**src/rtl/cpu_pkg.sv**
```systemverilog
// Shared CPU definitions: instruction class encodings, class field position,
// and the sequencer state encoding.
package cpu_pkg;

  localparam int DEF_INSTR_WIDTH = 20;
  localparam int CLS_HI          = 19;
  localparam int CLS_LO          = 18;

  typedef enum logic [1:0] {
    CLS_HALT = 2'b00,
    CLS_STD  = 2'b01,
    CLS_LDR  = 2'b10,
    CLS_STR  = 2'b11
  } cls_e;

  typedef enum logic [2:0] {
    S_IDLE      = 3'd0,
    S_FETCH     = 3'd1,
    S_ISSUE     = 3'd2,
    S_STEP_WAIT = 3'd3,
    S_HALT      = 3'd4
  } seq_state_e;

endpackage

```
**src/rtl/issue_timer.sv**
```systemverilog
// Hold-time down-counter: loads (class cycle count - 1), decrements while
// enabled, and flags the final hold cycle with done_o.
module issue_timer import cpu_pkg::*; #(
  parameter int STD_CYCLES = 3,
  parameter int LDR_CYCLES = 4,
  parameter int STR_CYCLES = 3,
  parameter int CNT_W      = 8
) (
  input  logic       clk,
  input  logic       rst,
  input  logic       load_i,
  input  logic [1:0] cls_i,
  input  logic       en_i,
  output logic       done_o
);

  logic [CNT_W-1:0] cnt_q, cnt_d, load_val;

  always_comb begin
    load_val = '0;
    case (cls_e'(cls_i))
      CLS_STD: load_val = CNT_W'(STD_CYCLES - 1);
      CLS_LDR: load_val = CNT_W'(LDR_CYCLES - 1);
      CLS_STR: load_val = CNT_W'(STR_CYCLES - 1);
      default: load_val = '0;
    endcase
  end

  always_comb begin
    cnt_d = cnt_q;
    if (load_i)
      cnt_d = load_val;
    else if (en_i && cnt_q != '0)
      cnt_d = cnt_q - CNT_W'(1);
  end

  always_ff @(posedge clk or posedge rst) begin
    if (rst) cnt_q <= '0;
    else     cnt_q <= cnt_d;
  end

  assign done_o = (cnt_q == '0);

endmodule

```
**src/rtl/instr_sequencer.sv**
```systemverilog
// Program sequencer: fetches instructions over a req/valid handshake and
// presents each to the control unit for its class-specific cycle count.
module instr_sequencer import cpu_pkg::*; #(
  parameter int INSTR_WIDTH = DEF_INSTR_WIDTH,
  parameter int PC_BITS     = 5,
  parameter int STD_CYCLES  = 3,
  parameter int LDR_CYCLES  = 4,
  parameter int STR_CYCLES  = 3
) (
  input  logic                   clk,
  input  logic                   rst,
  input  logic                   start,
  input  logic                   step_mode,
  input  logic                   step,
  output logic                   imem_rd,
  output logic [PC_BITS-1:0]     imem_addr,
  input  logic [INSTR_WIDTH-1:0] imem_data,
  input  logic                   imem_valid,
  output logic [INSTR_WIDTH-1:0] instr,
  output logic                   issue,
  output logic [PC_BITS-1:0]     pc,
  output logic                   busy,
  output logic                   halted,
  output logic [7:0]             instr_count
);

  seq_state_e             state_q, state_d;
  logic [PC_BITS-1:0]     pc_q, pc_d;
  logic [INSTR_WIDTH-1:0] instr_q, instr_d;
  logic [7:0]             cnt_q, cnt_d;
  logic                   issue_q, issue_d;
  logic                   load, hold_done;

  always_comb begin
    state_d = state_q;
    pc_d    = pc_q;
    instr_d = instr_q;
    cnt_d   = cnt_q;
    issue_d = 1'b0;
    load    = 1'b0;
    case (state_q)
      S_IDLE: if (start) state_d = S_FETCH;
      S_FETCH: begin
        if (imem_valid) begin
          // A halt word is not latched so the control unit keeps the last op
          if (cls_e'(imem_data[CLS_HI:CLS_LO]) == CLS_HALT) begin
            state_d = S_HALT;
          end else begin
            instr_d = imem_data;
            issue_d = 1'b1;
            load    = 1'b1;
            state_d = S_ISSUE;
          end
        end
      end
      S_ISSUE: begin
        if (hold_done) begin
          pc_d    = pc_q + PC_BITS'(1);
          cnt_d   = (cnt_q == 8'hFF) ? cnt_q : cnt_q + 8'd1;
          state_d = step_mode ? S_STEP_WAIT : S_FETCH;
        end
      end
      S_STEP_WAIT: if (step || !step_mode) state_d = S_FETCH;
      S_HALT: begin
        if (start) begin
          pc_d    = '0;
          cnt_d   = '0;
          state_d = S_FETCH;
        end
      end
      default: state_d = S_IDLE;
    endcase
  end

  always_ff @(posedge clk or posedge rst) begin
    if (rst) begin
      state_q <= S_IDLE;
      pc_q    <= '0;
      instr_q <= '0;
      cnt_q   <= '0;
      issue_q <= 1'b0;
    end else begin
      state_q <= state_d;
      pc_q    <= pc_d;
      instr_q <= instr_d;
      cnt_q   <= cnt_d;
      issue_q <= issue_d;
    end
  end

  issue_timer #(
    .STD_CYCLES(STD_CYCLES),
    .LDR_CYCLES(LDR_CYCLES),
    .STR_CYCLES(STR_CYCLES)
  ) u_timer (
    .clk   (clk),
    .rst   (rst),
    .load_i(load),
    .cls_i (imem_data[CLS_HI:CLS_LO]),
    .en_i  (state_q == S_ISSUE),
    .done_o(hold_done)
  );

  assign imem_rd     = (state_q == S_FETCH);
  assign imem_addr   = pc_q;
  assign pc          = pc_q;
  assign instr       = instr_q;
  assign issue       = issue_q;
  assign instr_count = cnt_q;
  assign halted      = (state_q == S_HALT);
  assign busy        = (state_q == S_FETCH) || (state_q == S_ISSUE) ||
                       (state_q == S_STEP_WAIT);

endmodule

```
**config.mk**
```make
export PLATFORM = sky130hd
export DESIGN_NAME = instr_sequencer
export DESIGN_NICKNAME = d
export VERILOG_FILES = /design/src/rtl/cpu_pkg.sv /design/src/rtl/issue_timer.sv /design/src/rtl/instr_sequencer.sv
export SDC_FILE = /design/constraint.sdc
export NUM_CORES = 1
export LEC_CHECK = 0
export CORE_ASPECT_RATIO = 0.5
export CORE_MARGIN = 2
export CORE_UTILIZATION = 30
export DETAILED_ROUTE_END_ITERATION = 10
export PLACE_DENSITY = 0.69
export SYNTH_ARGS = -nofsm -noshare
export SYNTH_HDL_FRONTEND = slang
export SYNTH_SLANG_ARGS = --single-unit
export TNS_END_PERCENT = 50
```
**constraint.sdc**
```tcl
create_clock -name clk -period 1.95 [get_ports clk]
set_input_delay 0.2925 -clock clk [delete_from_list [all_inputs] [get_ports clk]]
set_output_delay 0.2925 -clock clk [all_outputs]
set_load 0.02 [all_outputs]
```
==> out/metrics.yaml <==
synthesis:
  synth_xor_area_share_pct: 3.66
  synthCells: 195
  yosysTopAreaCell: "dfrtp_1"
  ys.flop_type: "dfrtp_1"
  yosys.area_share.simple_pct: 17.3
  yosys-top-cells-area: "dfrtp_1 (52%), mux2_2 (9.9%), nor2_1 (3.3%)"
  seq_area_frac_synth_pct: 52.3
  synth_compound_gate_area_share_pct: 10.6
  synthMuxAreaShare_pct: 9.94
  synth_edf_count: 0
  yosys_warnings: 0
  synth_async_sr_flop_share_pct: 100
  synth_top_family_by_area: "simple AND/OR/NAND/NOR gates"
  synth_fp_nets: 225
  syn_area_sq_um: 2150
  synth_top_area_share_pct: 52.3
  ys_seq_elements: 45
  syn-mean-instance-area_sq_um: 11.0
  netlist-cell-type-count: 43
  synthAdderAreaFrac_pct: 2.32
drt:
  drc_errors: 0
  wl_per_cell_um: 13.6
  drt_wl_total_um: 5170
  drt_iter0_drc: 80
  drt_pass1_iterations: 4
  vias: 1747
  ant_nets: 0
  viasPerCell: 4.60
timing:
  layout_setup_ws_ps: -68.6
  min_period_ps: 2020
  hold_viol_final: 0
  worstMarginPinSlew_ps: 465
  slew_headroom_pct: 68.7
  finalSetupViolations: 5
  grt_setup_unrepaired: "yes"
  setup_tns_ps: -248
  skew_ps: 2.60
  slew_viol_final: 0
  fmax_mhz: 495
  finalCritPeriodShare_pct: 104
finish:
  syn_to_final_growth_pct: 55.7
  n_antenna_cell: 0
  layout.cells.non_filler: 380
  final_common_cell: "clkdlybuf4s50_1"
  fin_nets: 317
  multiInputGateArea_sq_um: 1010
  fill_cells: 587
  layout_common_cells: "clkdlybuf4s50_1 (64), dfrtp_1 (45), buf_4 (26)"
  drive_gt1_share_pct: 28.5
  ff_latch_area_sq_um: 1130
critical_path:
  path_class: "register to register"
  cp.required_ps: 2130
  path_cells: "inv_2 -> ha_4 -> or3b_4 -> o31ai_4 -> nand2_2 -> buf_4 -> a211o_1 -> o21a_1"
  cp.arrival_ps: 2190
  critPathLaunchType: "register"
  crit_slowest_cell: "dfrtp_1"
  slowest_delay_ps: 410
  crit_fanout: 6
  critPathCaptureType: "register"
outcome:
  violations: "negative setup slack"
  outcome: "finished with violations"
placement:
  dp_hpwl_um: 3820
  dpl_worst_slack_ps: -223
  place_congestion: 0.906
  portBuffers: 67
  dp_cells: 365
global_route:
  grt_max_degree: 30
  gr-total-overflow: 0
  antenna_found_initial: 0
  grt_pass1_wl_um: 8790
  grt_pass1_vias: 1849
  grt_use_total_pct: 14.0
power:
  power_density_nw_per_um2: 1660
  ir_drop_v: 0.000582
  leakagePower_nw: 1.45
floorplanning:
  die_y_um: 63.9
  fp.dieW_um: 124
  ioPinCount: 68
  initial_core_util_pct: 31.6
  rows: 21
  die_area_sq_um: 7910
  core_area_sq_um: 6810
clocking:
  cts_sinks: 45
  cts_tree: "yes"
  clock_latency_ps: 280
  clockBufferDepth: 2
  root_buffer: "clkbuf_16"
  htree_num_levels: 2
  clk_pin_slew_ps: 60
  numCtsBuffers: 5
min_path:
  hold_class: "input pin to async pin"
job:
  cap_violations: 0
## kinds of logic (layout without fill, tap and decap cells)
group,Yosys count,in the layout
and+or+nand+nor,69,69
AOI/OAI and AO/OA,34,34
buffers and inverters,15,108
xor gates and xnor gates,9,9
DFF,45,45
muxes,19,19
adders and majority gates,4,4
## area by class of cell
cell class                 count  area share [%]
clock buffer                   5            3.73
clock inverter                 3            1.38
inverter                       5           0.560
multi-input combinational    135            30.2
sequential                    45            33.6
tap                           92            3.43
timing repair buffer          95            27.1
## through the flow
step                utilization (%)  hold slack, ps  area [sq um]  power, mW
detailed placement             45.0             492          3060       4.39
finish                         49.3             306          3350       5.56
floorplan                         -             403          2160       3.13
CTS                            48.5             318          3300       5.51
global placement               45.0             480          3060       4.31
global route                   49.3             340          3350       5.90
## worst max-delay path, delay by kind of cell, from the launching register on
kind | cells | cell delay [ps]
AOI/OAI and AO/OA | 3 | 670
adders and majority gates | 1 | 130
buffers and inverters | 2 | 240
DFF | 1 | 410
and+or+nand+nor | 2 | 470
## Yosys cell counts, types with 2 or more instances
| cell type | number |
|---|---|
| and3_1 | 4 |
| xor2_1 | 8 |
| nor2_1 | 19 |
| buf_4 | 6 |
| o31ai_1 | 2 |
| or3_2 | 2 |
| a21oi_1 | 8 |
| o21ai_0 | 11 |
| mux2_2 | 19 |
| dfrtp_1 | 45 |
| a21boi_0 | 2 |
| ha_1 | 4 |
| o21a_1 | 2 |
| o211ai_1 | 3 |
| nand2b_1 | 3 |
| buf_2 | 4 |
| nand3_1 | 10 |
| nand2_1 | 15 |
| inv_1 | 4 |
## flip-flops by register name (all words and copies together), names as in the netlist
| signal | count |
|---|---|
| issue | 1 |
| instr_count | 8 |
| u_timer.cnt_q | 8 |
| instr | 20 |
| state_q | 3 |
| imem_addr | 5 |
## layer usage
layer  vias to the layer above  global-route usage (%)  wire length [um]
met3                         4                    2.77               159
met4                         0                    3.55                35
met5                         -                       0                 0
met2                        25                    24.4              2580
met1                       853                    17.9              2390
li1                        865                       -                 -
## final timing paths
kind | to | cells after the start | slack [ps] | startpoint
worst max-delay path | state_q[1] | 8 | -70 | u_timer.cnt_q[1]
worst min-delay path | instr[2] | 2 | 310 | rst
worst max register to register | state_q[1] | 8 | -70 | u_timer.cnt_q[1]
worst min register to register | instr[18] | 1 | 510 | instr[18]
max in group asynchronous | state_q[1] | 3 | 1160 | rst
min in group clk | instr[18] | 1 | 510 | instr[18]
## report_power, final
part	total (mW)	switching [mW]	internal [mW]	leakage, nW
Sequential	1.64	0.303	1.33	0.559
Combinational	2.95	1.41	1.53	0.807
Clock	0.975	0.369	0.607	0.0800
Total	5.56	2.08	3.47	1.45
## repair_timing
item,CTS,global route
gates cloned,0,0
hold buffers,0,0
gates resized for setup,17,12
pin swaps,6,6
setup buffers,5,4
endpoints found under the setup margin,14,33
No activity file was read; power rests on OpenSTA's default activity.
